File: src/rtl/agat_pkg.sv
// Shared definitions for the Agat sector fetch path: FSM states, fetch status codes
// and the 4&4 address-field decode used by both the reader and the address-field writer.
package agat_pkg;

  typedef enum logic [2:0] {
    S_IDLE,
    S_HUNT,
    S_ADDR,
    S_WAIT_DATA,
    S_DATA,
    S_FINISH
  } state_t;

  typedef enum logic [1:0] {
    ST_OK          = 2'd0,
    ST_NOT_FOUND   = 2'd1,
    ST_SHORT_FIELD = 2'd2,
    ST_ABORTED     = 2'd3
  } status_t;

  // 4&4: odd byte carries value bits 7,5,3,1 and even byte carries 6,4,2,0, both ORed with 0xAA.
  function automatic logic [7:0] dec44(input logic [7:0] odd, input logic [7:0] even);
    return {odd[6:0], 1'b1} & even;
  endfunction

endpackage

File: src/rtl/agat_addr_field_decoder.sv
// Captures the 8 raw address-field bytes, 4&4-decodes them and reports checksum and
// target match combinationally while the eighth byte is on byte_in.
module agat_addr_field_decoder
  import agat_pkg::*;
(
  input  logic       clk,
  input  logic       reset_n,
  input  logic       restart,
  input  logic       capture,
  input  logic [7:0] byte_in,
  input  logic [1:0] format_in,
  input  logic [7:0] target_track,
  input  logic [7:0] target_sector,
  output logic       at_last,
  output logic       chk_ok,
  output logic       match,
  output logic [7:0] volume,
  output logic [1:0] format
);

  logic [2:0] byte_idx;
  logic [7:0] raw [0:6];
  logic [1:0] fmt_q;
  logic [7:0] vol, trk, sec, chk;

  always_ff @(posedge clk or negedge reset_n) begin
    if (!reset_n) begin
      byte_idx <= '0;
      fmt_q    <= '0;
      for (int i = 0; i < 7; i++) raw[i] <= '0;
    end else if (restart) begin
      byte_idx <= '0;
      fmt_q    <= format_in;
    end else if (capture) begin
      if (byte_idx != 3'd7) raw[byte_idx] <= byte_in;
      byte_idx <= byte_idx + 3'd1;
    end
  end

  // The checksum pair's even byte is never stored; it is decoded straight off the bus.
  always_comb begin
    vol = dec44(raw[0], raw[1]);
    trk = dec44(raw[2], raw[3]);
    sec = dec44(raw[4], raw[5]);
    chk = dec44(raw[6], byte_in);
  end

  assign at_last = (byte_idx == 3'd7);
  assign chk_ok  = ((vol ^ trk ^ sec ^ chk) == 8'h00);
  assign match   = (trk == target_track) && (sec == target_sector);
  assign volume  = vol;
  assign format  = fmt_q;

endmodule

File: src/rtl/agat_sector_sequencer.sv
// Command-driven single-sector fetch: hunts an address field, matches track/sector,
// then forwards the following raw data field, with optional Apple-then-native probing.
module agat_sector_sequencer
  import agat_pkg::*;
#(
  parameter int DATA_BYTES  = 343,
  parameter int DATA_WINDOW = 32,
  parameter int MAX_REVS    = 2
) (
  input  logic       clk,
  input  logic       reset_n,
  input  logic       cmd_start,
  input  logic       cmd_abort,
  input  logic       auto_probe,
  input  logic       native_first,
  input  logic [7:0] target_track,
  input  logic [7:0] target_sector,
  input  logic       index_pulse,
  input  logic       det_addr_mark,
  input  logic       det_data_mark,
  input  logic [7:0] det_byte,
  input  logic       det_byte_ready,
  input  logic [1:0] det_format,
  output logic       det_enable,
  output logic       det_agat_native,
  output logic [7:0] out_byte,
  output logic       out_valid,
  output logic       busy,
  output logic       done,
  output logic [1:0] status,
  output logic [7:0] found_volume,
  output logic [1:0] found_format,
  output logic [7:0] hdr_err_cnt
);

  state_t     state_q, state_d;
  logic [7:0] tgt_track_q, tgt_sector_q;
  logic [1:0] rev_cnt_q;
  logic [5:0] gap_cnt_q;
  logic [8:0] data_cnt_q;
  logic [1:0] status_q, status_d;
  logic       first_try_q, mode_gap_q, native_q;
  logic [7:0] hdr_err_q, found_vol_q;
  logic [1:0] found_fmt_q;
  logic [7:0] byte_p1;
  logic       vld_p1;

  logic dec_restart, dec_capture, dec_at_last, dec_chk_ok, dec_match;
  logic [7:0] dec_volume;
  logic [1:0] dec_format;

  logic rev_phase, timeout, rev_inc, do_probe, start_fetch, emit, status_set;
  logic err_inc, found_latch, gap_clr, gap_inc, data_clr;

  agat_addr_field_decoder u_addr (
    .clk           (clk),
    .reset_n       (reset_n),
    .restart       (dec_restart),
    .capture       (dec_capture),
    .byte_in       (det_byte),
    .format_in     (det_format),
    .target_track  (tgt_track_q),
    .target_sector (tgt_sector_q),
    .at_last       (dec_at_last),
    .chk_ok        (dec_chk_ok),
    .match         (dec_match),
    .volume        (dec_volume),
    .format        (dec_format)
  );

  assign rev_phase = (state_q == S_HUNT) || (state_q == S_ADDR) || (state_q == S_WAIT_DATA);
  assign timeout   = rev_phase && index_pulse && (rev_cnt_q == 2'(MAX_REVS - 1));
  assign rev_inc   = rev_phase && index_pulse && !timeout;

  always_comb begin
    state_d     = state_q;
    status_d    = status_q;
    status_set  = 1'b0;
    start_fetch = 1'b0;
    do_probe    = 1'b0;
    dec_restart = 1'b0;
    dec_capture = 1'b0;
    emit        = 1'b0;
    err_inc     = 1'b0;
    found_latch = 1'b0;
    gap_clr     = 1'b0;
    gap_inc     = 1'b0;
    data_clr    = 1'b0;
    case (state_q)
      S_IDLE: begin
        if (cmd_start) begin
          start_fetch = 1'b1;
          state_d     = S_HUNT;
        end
      end
      // The fetch has already ended here; a late abort must not produce a second done.
      S_FINISH: state_d = S_IDLE;
      default: begin
        if (cmd_abort) begin
          status_set = 1'b1;
          status_d   = ST_ABORTED;
          state_d    = S_FINISH;
        end else if (timeout) begin
          if (auto_probe && first_try_q) begin
            do_probe = 1'b1;
            state_d  = S_HUNT;
          end else begin
            status_set = 1'b1;
            status_d   = ST_NOT_FOUND;
            state_d    = S_FINISH;
          end
        end else if (!mode_gap_q) begin
          case (state_q)
            S_HUNT: begin
              if (det_addr_mark) begin
                dec_restart = 1'b1;
                state_d     = S_ADDR;
              end
            end
            S_ADDR: begin
              if (det_addr_mark) begin
                dec_restart = 1'b1;
              end else if (det_byte_ready) begin
                dec_capture = 1'b1;
                if (dec_at_last) begin
                  if (!dec_chk_ok) begin
                    err_inc = 1'b1;
                    state_d = S_HUNT;
                  end else if (!dec_match) begin
                    state_d = S_HUNT;
                  end else begin
                    found_latch = 1'b1;
                    gap_clr     = 1'b1;
                    state_d     = S_WAIT_DATA;
                  end
                end
              end
            end
            S_WAIT_DATA: begin
              if (det_addr_mark) begin
                state_d = S_HUNT;
              end else if (det_data_mark) begin
                data_clr = 1'b1;
                state_d  = S_DATA;
              end else if (gap_cnt_q == 6'(DATA_WINDOW)) begin
                state_d = S_HUNT;
              end else if (det_byte_ready) begin
                gap_inc = 1'b1;
              end
            end
            S_DATA: begin
              if (det_addr_mark || det_data_mark) begin
                status_set = 1'b1;
                status_d   = ST_SHORT_FIELD;
                state_d    = S_FINISH;
              end else if (det_byte_ready) begin
                emit = 1'b1;
                if (data_cnt_q == 9'(DATA_BYTES - 1)) begin
                  status_set = 1'b1;
                  status_d   = ST_OK;
                  state_d    = S_FINISH;
                end
              end
            end
            default: ;
          endcase
        end
      end
    endcase
  end

  always_ff @(posedge clk or negedge reset_n) begin
    if (!reset_n) begin
      state_q      <= S_IDLE;
      tgt_track_q  <= '0;
      tgt_sector_q <= '0;
      rev_cnt_q    <= '0;
      gap_cnt_q    <= '0;
      data_cnt_q   <= '0;
      status_q     <= ST_OK;
      first_try_q  <= 1'b0;
      mode_gap_q   <= 1'b0;
      native_q     <= 1'b0;
      hdr_err_q    <= '0;
      found_vol_q  <= '0;
      found_fmt_q  <= '0;
      byte_p1      <= '0;
      vld_p1       <= 1'b0;
    end else begin
      state_q    <= state_d;
      mode_gap_q <= do_probe;
      // Output stage: one cycle behind the detector strobe
      vld_p1     <= emit;
      if (emit) byte_p1 <= det_byte;
      if (start_fetch) begin
        tgt_track_q  <= target_track;
        tgt_sector_q <= target_sector;
        native_q     <= native_first;
        rev_cnt_q    <= '0;
        hdr_err_q    <= '0;
        status_q     <= ST_OK;
        first_try_q  <= 1'b1;
      end
      if (rev_inc) rev_cnt_q <= rev_cnt_q + 2'd1;
      if (do_probe) begin
        rev_cnt_q   <= '0;
        native_q    <= ~native_q;
        first_try_q <= 1'b0;
      end
      if (status_set) status_q <= status_d;
      if (err_inc && hdr_err_q != 8'hFF) hdr_err_q <= hdr_err_q + 8'd1;
      if (found_latch) begin
        found_vol_q <= dec_volume;
        found_fmt_q <= dec_format;
      end
      if (gap_clr) gap_cnt_q <= '0;
      else if (gap_inc) gap_cnt_q <= gap_cnt_q + 6'd1;
      if (data_clr) data_cnt_q <= '0;
      else if (emit) data_cnt_q <= data_cnt_q + 9'd1;
    end
  end

  assign busy            = (state_q != S_IDLE) && (state_q != S_FINISH);
  assign det_enable      = busy && !mode_gap_q;
  assign det_agat_native = native_q;
  assign done            = (state_q == S_FINISH);
  assign status          = status_q;
  assign out_byte        = byte_p1;
  assign out_valid       = vld_p1;
  assign found_volume    = found_vol_q;
  assign found_format    = found_fmt_q;
  assign hdr_err_cnt     = hdr_err_q;

endmodule

File: config.mk
export PLATFORM = sky130hd
export DESIGN_NAME = agat_sector_sequencer
export DESIGN_NICKNAME = d
export VERILOG_FILES = /design/src/rtl/agat_pkg.sv /design/src/rtl/agat_addr_field_decoder.sv /design/src/rtl/agat_sector_sequencer.sv
export SDC_FILE = /design/constraint.sdc
export NUM_CORES = 1
export LEC_CHECK = 0
export CAP_MARGIN = 20
export CORE_AREA = 2 2 100 121
export CTS_CLUSTER_DIAMETER = 80
export CTS_CLUSTER_SIZE = 16
export DETAILED_ROUTE_END_ITERATION = 8
export DIE_AREA = 0 0 102 123
export PLACE_DENSITY = 0.87
export SYNTH_ARGS = -nofsm -noshare
export SYNTH_HDL_FRONTEND = slang
export SYNTH_HIERARCHICAL = 1
export SYNTH_SLANG_ARGS = --single-unit
export TNS_END_PERCENT = 50
File: constraint.sdc
create_clock -name clk -period 4.82 [get_ports clk]
set_clock_uncertainty 0.05 [all_clocks]
set_input_delay 0.723 -clock clk [delete_from_list [all_inputs] [get_ports clk]]
set_output_delay 0.723 -clock clk [all_outputs]
set_load 0.005 [all_outputs]
Word-level counts from Yosys, hierarchy flattened
Index checks and enable logic that the tools add are counted.
{"block": "word_totals", "word_cells": 215, "reg_bits": 129, "out_inout_bits": 33, "inputBits": 36}
{"block": "classes", "bitwise": 10, "addsub": 5, "reduce_logical": 30, "n_lt_le_gt_ge": 2, "n_eq_ne": 29, "muxes": 115}
{"cell": "$mux W1", "count": 72}
{"cell": "$bwmux W56", "count": 1}
{"cell": "$mux W3", "count": 17}
{"cell": "$and A8 B8 Y8", "count": 4}
{"cell": "$mux W2", "count": 15}
{"cell": "$demux W8 S3", "count": 1}
{"cell": "$mux W8", "count": 3}
{"cell": "$ne A6 B5 Y1 const B", "count": 4}
{"cell": "$xor A8 B8 Y8", "count": 3}
{"cell": "$mux W9", "count": 2}
{"cell": "$eq A8 B8 Y1", "count": 2}
{"cell": "$ne A7 B6 Y1 const B", "count": 2}
{"cell": "$mux W6", "count": 2}
{"cell": "$pmux W3 S4", "count": 1}
{"cell": "$reduce_bool A2 Y1", "count": 6}
{"cell": "$ne A5 B3 Y1 const B", "count": 2}
{"cell": "$reduce_and A10 Y1", "count": 1}
{"cell": "$add A9 B1 Y9 const B", "count": 1}
{"cell": "$eq A3 B3 Y1 const B", "count": 3}
{"cell": "$eq A9 B9 Y1 const B", "count": 1}
{"cell": "$logic_and A1 B1 Y1", "count": 9}
{"cell": "$add A8 B1 Y8 const B", "count": 1}
{"cell": "$logic_not A8 Y1", "count": 1}
{"cell": "$ne A4 B4 Y1 const B", "count": 2}
{"cell": "other kinds (26)", "count": 35}

Logic depth before layout (Yosys ltp)
{"block": "logic_depth", "depth_word": 16, "mapped_depth": 10, "ltp_nobuf": 10}

Cells and area by module
Netlist, hierarchy kept.
{"module": "agat_sector_sequencer", "cells_each": 353, "area_each_um2": 3347.0, "seq_area_each_um2": 1701.6, "instances": 1}
{"module": "agat_addr_field_decoder", "cells_each": 211, "area_each_um2": 2748.9, "seq_area_each_um2": 1426.4, "instances": 1}

Worst setup path after synthesis
No wires, ideal clock.
{"block": "synth_timing", "path_type": "input to register", "startpoint": "input port index_pulse", "endpoint": "register u_addr/raw[0] (netlist bit)", "required_time_ps": 4645, "stages": 7, "path_buffers": 1, "setup_slack_ps": 2048, "setup_ps": 125, "arrival_time_ps": 2598, "path_cell_list": "nor2b_1 a311oi_4 and3_1 nor4b_4 and3_1 buf_6 mux2_2"}
{"block": "synth_between", "word_cells_on_any_way": 10, "cone_classes": "6 x mux; 1 x bitwise; 3 x reduce/logical"}
{"element": "from (decl)", "line": "agat_sector_sequencer.sv:18", "text": "input logic index_pulse,"}
{"element": "$logic_and A1 B1 Y1 (2 in a row)", "line": "agat_sector_sequencer.sv:72", "text": "assign timeout = rev_phase && index_pulse && (rev_cnt_q == 2'(MAX_REVS - 1));"}
{"element": "$mux W1", "line": "agat_sector_sequencer.sv:103", "text": "end else if (timeout) begin"}
{"element": "$mux W1", "line": "agat_sector_sequencer.sv:99", "text": "if (cmd_abort) begin"}
{"element": "$mux W1", "line": "agat_sector_sequencer.sv:89", "text": "case (state_q)"}
{"element": "via dec_capture", "line": "agat_sector_sequencer.sv:48", "text": "logic dec_restart, dec_capture, dec_at_last, dec_chk_ok, dec_match;"}
{"element": "$reduce_and A3 Y1 (no source line)"}
{"element": "to (signal, indexed assignment)", "line": "agat_addr_field_decoder.sv:35", "text": "if (byte_idx != 3'd7) raw[byte_idx] <= byte_in;"}
{"element": "to (decl)", "line": "agat_addr_field_decoder.sv:22", "text": "logic [7:0] raw [0:6];"}
The timed path passes the listed nets, and every way through them passes these cells.
A chain may end at the register's enable or synchronous reset.

Final worst setup path
{"block": "layout_timing", "startpoint": "input port det_byte[3]", "endpoint": "register found_vol_q[0] (netlist: found_volume[0])"}
{"block": "layout_between", "elab_chain_len": 12}
{"element": "from (decl)", "line": "agat_sector_sequencer.sv:21", "text": "input logic [7:0] det_byte,"}
{"element": "$and A8 B8 Y8", "line": "agat_pkg.sv:23", "text": "return {odd[6:0], 1'b1} & even;"}
{"element": "$xor A8 B8 Y8", "line": "agat_addr_field_decoder.sv:49", "text": "assign chk_ok = ((vol ^ trk ^ sec ^ chk) == 8'h00);"}
{"element": "$logic_not A8 Y1", "line": "agat_addr_field_decoder.sv:49"}
{"element": "via dec_chk_ok", "line": "agat_sector_sequencer.sv:48"}
{"element": "$mux W1", "line": "agat_sector_sequencer.sv:126", "text": "if (!dec_chk_ok) begin"}
{"element": "$mux W1", "line": "agat_sector_sequencer.sv:125", "text": "if (dec_at_last) begin"}
{"element": "$mux W1", "line": "agat_sector_sequencer.sv:123", "text": "end else if (det_byte_ready) begin"}
{"element": "$mux W1", "line": "agat_sector_sequencer.sv:121", "text": "if (det_addr_mark) begin"}
{"element": "$mux W1", "line": "agat_sector_sequencer.sv:113", "text": "case (state_q)"}
{"element": "$mux W1", "line": "agat_sector_sequencer.sv:112", "text": "end else if (!mode_gap_q) begin"}
{"element": "$mux W1", "line": "agat_sector_sequencer.sv:103"}
{"element": "$mux W1", "line": "agat_sector_sequencer.sv:99"}
{"element": "$mux W1", "line": "agat_sector_sequencer.sv:89"}
{"element": "to (signal assigned)", "line": "agat_sector_sequencer.sv:213", "text": "found_vol_q <= dec_volume;"}
{"element": "to (decl)", "line": "agat_sector_sequencer.sv:43", "text": "logic [7:0] hdr_err_q, found_vol_q;"}
The timed path passes the listed nets, and every way through them passes these cells.

==> impl_metrics.json <==
{
  "cts_sinks": 125,
  "cts_hold_buf": 0,
  "status": "complete, no violations",
  "root_buffer": "clkbuf_16",
  "synth_edf_count": 0,
  "finalHoldViolCount": 0,
  "synth_top_area_share_pct": 51.31,
  "synth_most_common_cell": "dfrtp_1",
  "cp-end-kind": "flop",
  "synth.largest_area_cell": "dfrtp_1",
  "synth_cell_types": 58,
  "vias": 4480,
  "yosys-top-cells-area": "dfrtp_1 51%, mux2_2 9.6%, nand2_1 6.8%, xnor2_1 3.9%, xor2_1 3.7%",
  "drt-initial-drc-count": 274,
  "synthArstFlopShare_pct": 100.0,
  "post-route-period-util_pct": 72.25,
  "cts_resized": 0,
  "gp_congestion": 0.9087,
  "grtUsageTotal_pct": 23.51,
  "arrival_ns": 3.72,
  "dp_hpwl_um": 9636,
  "postRouteWirelength_um": 13820,
  "ant_nets": 0,
  "die_width_um": 102,
  "nNetsFinal": 682,
  "mappedNetlistNets": 608,
  "maxSlewHeadroom_pct": 37.92,
  "fp.dieArea_um2": 12550,
  "r2r_slack_ns": 1.69,
  "drv_cap": 0,
  "peakVddDrop_mv": 0.2551,
  "postCtsSetupBuffers": 0,
  "layout-drive-gt1-share_pct": 16.44,
  "initial_core_util_pct": 53.44,
  "path_clk_slew_ns": 0.06,
  "synth_ff_type": "dfrtp_1",
  "antenna_found_initial": 0,
  "slew_violations": 0,
  "grt_pass1_vias": 4750,
  "syn_inst": 564,
  "fin_hold_ws_ns": 0.2663,
  "finalCoreUtilization_pct": 66.02,
  "setup_tns_ns": 0,
  "rsz0062_at_grt": "no",
  "wl_per_cell_um": 17.11,
  "ys_ff_latch": 125,
  "yosysSeqAreaShare_pct": 51.31,
  "vias_per_cell": 5.545,
  "timing.fmax_mhz": 287.1,
  "diodes": 0,
  "die-height_um": 123,
  "clkLatencyLatePin_ns": 0.41,
  "netlist_area_um2": 6096,
  "synth_warnings": 6,
  "io_pins": 69,
  "hold_path_class": "in2async",
  "crit_type": "in2reg",
  "worstPathMaxFanout": 13,
  "clockBufferDepth": 2,
  "rows": 43,
  "setup_viol": 0,
  "yosys-top-cells-count": "125 x dfrtp_1, 111 x nand2_1, 52 x mux2_2",
  "powerDensity_nw_per_um2": 442.0,
  "drc": 0,
  "io_buffers": 68,
  "grt_start_max_net_pins": 94,
  "cts_inserted_buffers": 17,
  "critPathRequiredTime_ns": 5.06,
  "htree_num_levels": 4,
  "grt_pass1_wl_um": 22600,
  "first_pass_iters": 4,
  "core_area_um2": 11410,
  "area.growth.synth_to_final_pct": 23.52,
  "cts_tree": "built",
  "syn_avg_cell_area_um2": 10.81,
  "grt-ovfl-total": 0,
  "crit_path_start_kind": "input pin",
  "p_leak_nw": 3.541,
  "tightest_slew_ns": 0.9241,
  "finalCriticalPeriod_ns": 3.483
}
==> critical path: stages <==
cell             delay (ns)
clkdlybuf4s50_1        0.68
nand2_1                0.13
xnor2_1                0.21
xnor2_1                0.14
nand2_1                0.08
nor4_1                 0.60
nand4_2                0.62
mux2_1                 0.51
==> kinds of logic (layout without fill, tap and decap cells) <==
logic type,Yosys count,in the layout,synth area share [%]
compound gates,42,42,4.762
xor+xnor,53,53,7.615
fa+ha+maj,8,8,1.642
buf+inv,31,118,2.525
flops,125,125,51.31
mux,71,71,13.05
simple gates,234,234,19.09
==> path summary, 6_finish.rpt <==
kind | depth (start not counted) | start | to
max | 8 | det_byte[3] | found_volume[0]
min | 1 | reset_n | u_addr/raw[52]
max reg2reg | 6 | state_q[1] | u_addr/raw[2]
min reg2reg | 2 | out_byte[5] | out_byte[5]
max in group asynchronous | 3 | reset_n | u_addr/raw[31]
min in group clk | 2 | out_byte[5] | out_byte[5]
==> area by class of cell <==
cell class              instances  area [µm²]
inverters                      14       52.55
clock buffers                  21       460.4
well taps                     157       196.4
repair buffers                 72       732.0
flip-flops and latches        125        3128
clock inverters                11       141.4
fillers                       847        3876
multi-input cells             408        2819
==> metal layers <==
metal / share of wire [%] / routed length [µm] / GRT usage, %
met1: 39 / 5419 / 27.16
met2: 55 / 7643 / 42.56
met3: 2.9 / 404 / 4.353
met4: 2.6 / 357 / 9.667
met5: 0 / 0 / 0
==> registers in the layout (all words and copies together), names as in the netlist <==
register         cells
gap_cnt_q            6
rev_cnt_q            2
tgt_track_q          8
out_byte             8
first_try_q          1
found_volume         8
u_addr/byte_idx      3
state_q              3
u_addr/format        2
status               2
u_addr/raw          52
data_cnt_q           9
tgt_sector_q         8
mode_gap_q           1
out_valid            1
found_format         2
det_agat_native      1
hdr_err_cnt          8
==> layout by cell type, fill, tap and decap left out, drive strengths merged, types with 4 or more instances in the layout <==
cell type / netlist / layout
a21oi: 9 / 9
or2: 5 / 5
nor3: 15 / 15
clkinv: 1 / 6
and3: 5 / 5
nor2: 26 / 26
mux2: 68 / 68
a21o: 6 / 6
nand3: 14 / 14
clkbuf: 7 / 21
clkdlybuf4s50: 0 / 67
nor4b: 4 / 4
nand4: 9 / 9
nand2: 117 / 117
nor2b: 4 / 4
inv: 13 / 13
xor2: 26 / 26
buf: 10 / 5
nand2b: 10 / 10
ha: 8 / 8
and2: 10 / 10
o21ai: 9 / 9
dfrtp: 125 / 125
xnor2: 27 / 27
==> power breakdown <==
group / total, mW / internal, mW / switching (mW)
sequential: 1.36 / 1.21 / 0.154
clock: 1.29 / 0.837 / 0.452
combinational: 0.676 / 0.337 / 0.339
==> stage by stage <==
step                instances  power [mW]  setup slack [ns]  instance area (µm²)
CTS                       806       3.333             1.378                 7491
detailed placement        774       2.033            0.9676                 6889
global placement          774       1.989             1.124                 6889
floorplan                 564       1.769             2.048                 6096
finish                    808       3.328             1.337                 7530
global route              808       3.482             1.175                 7530
Power figures use the tool's default switching activity.
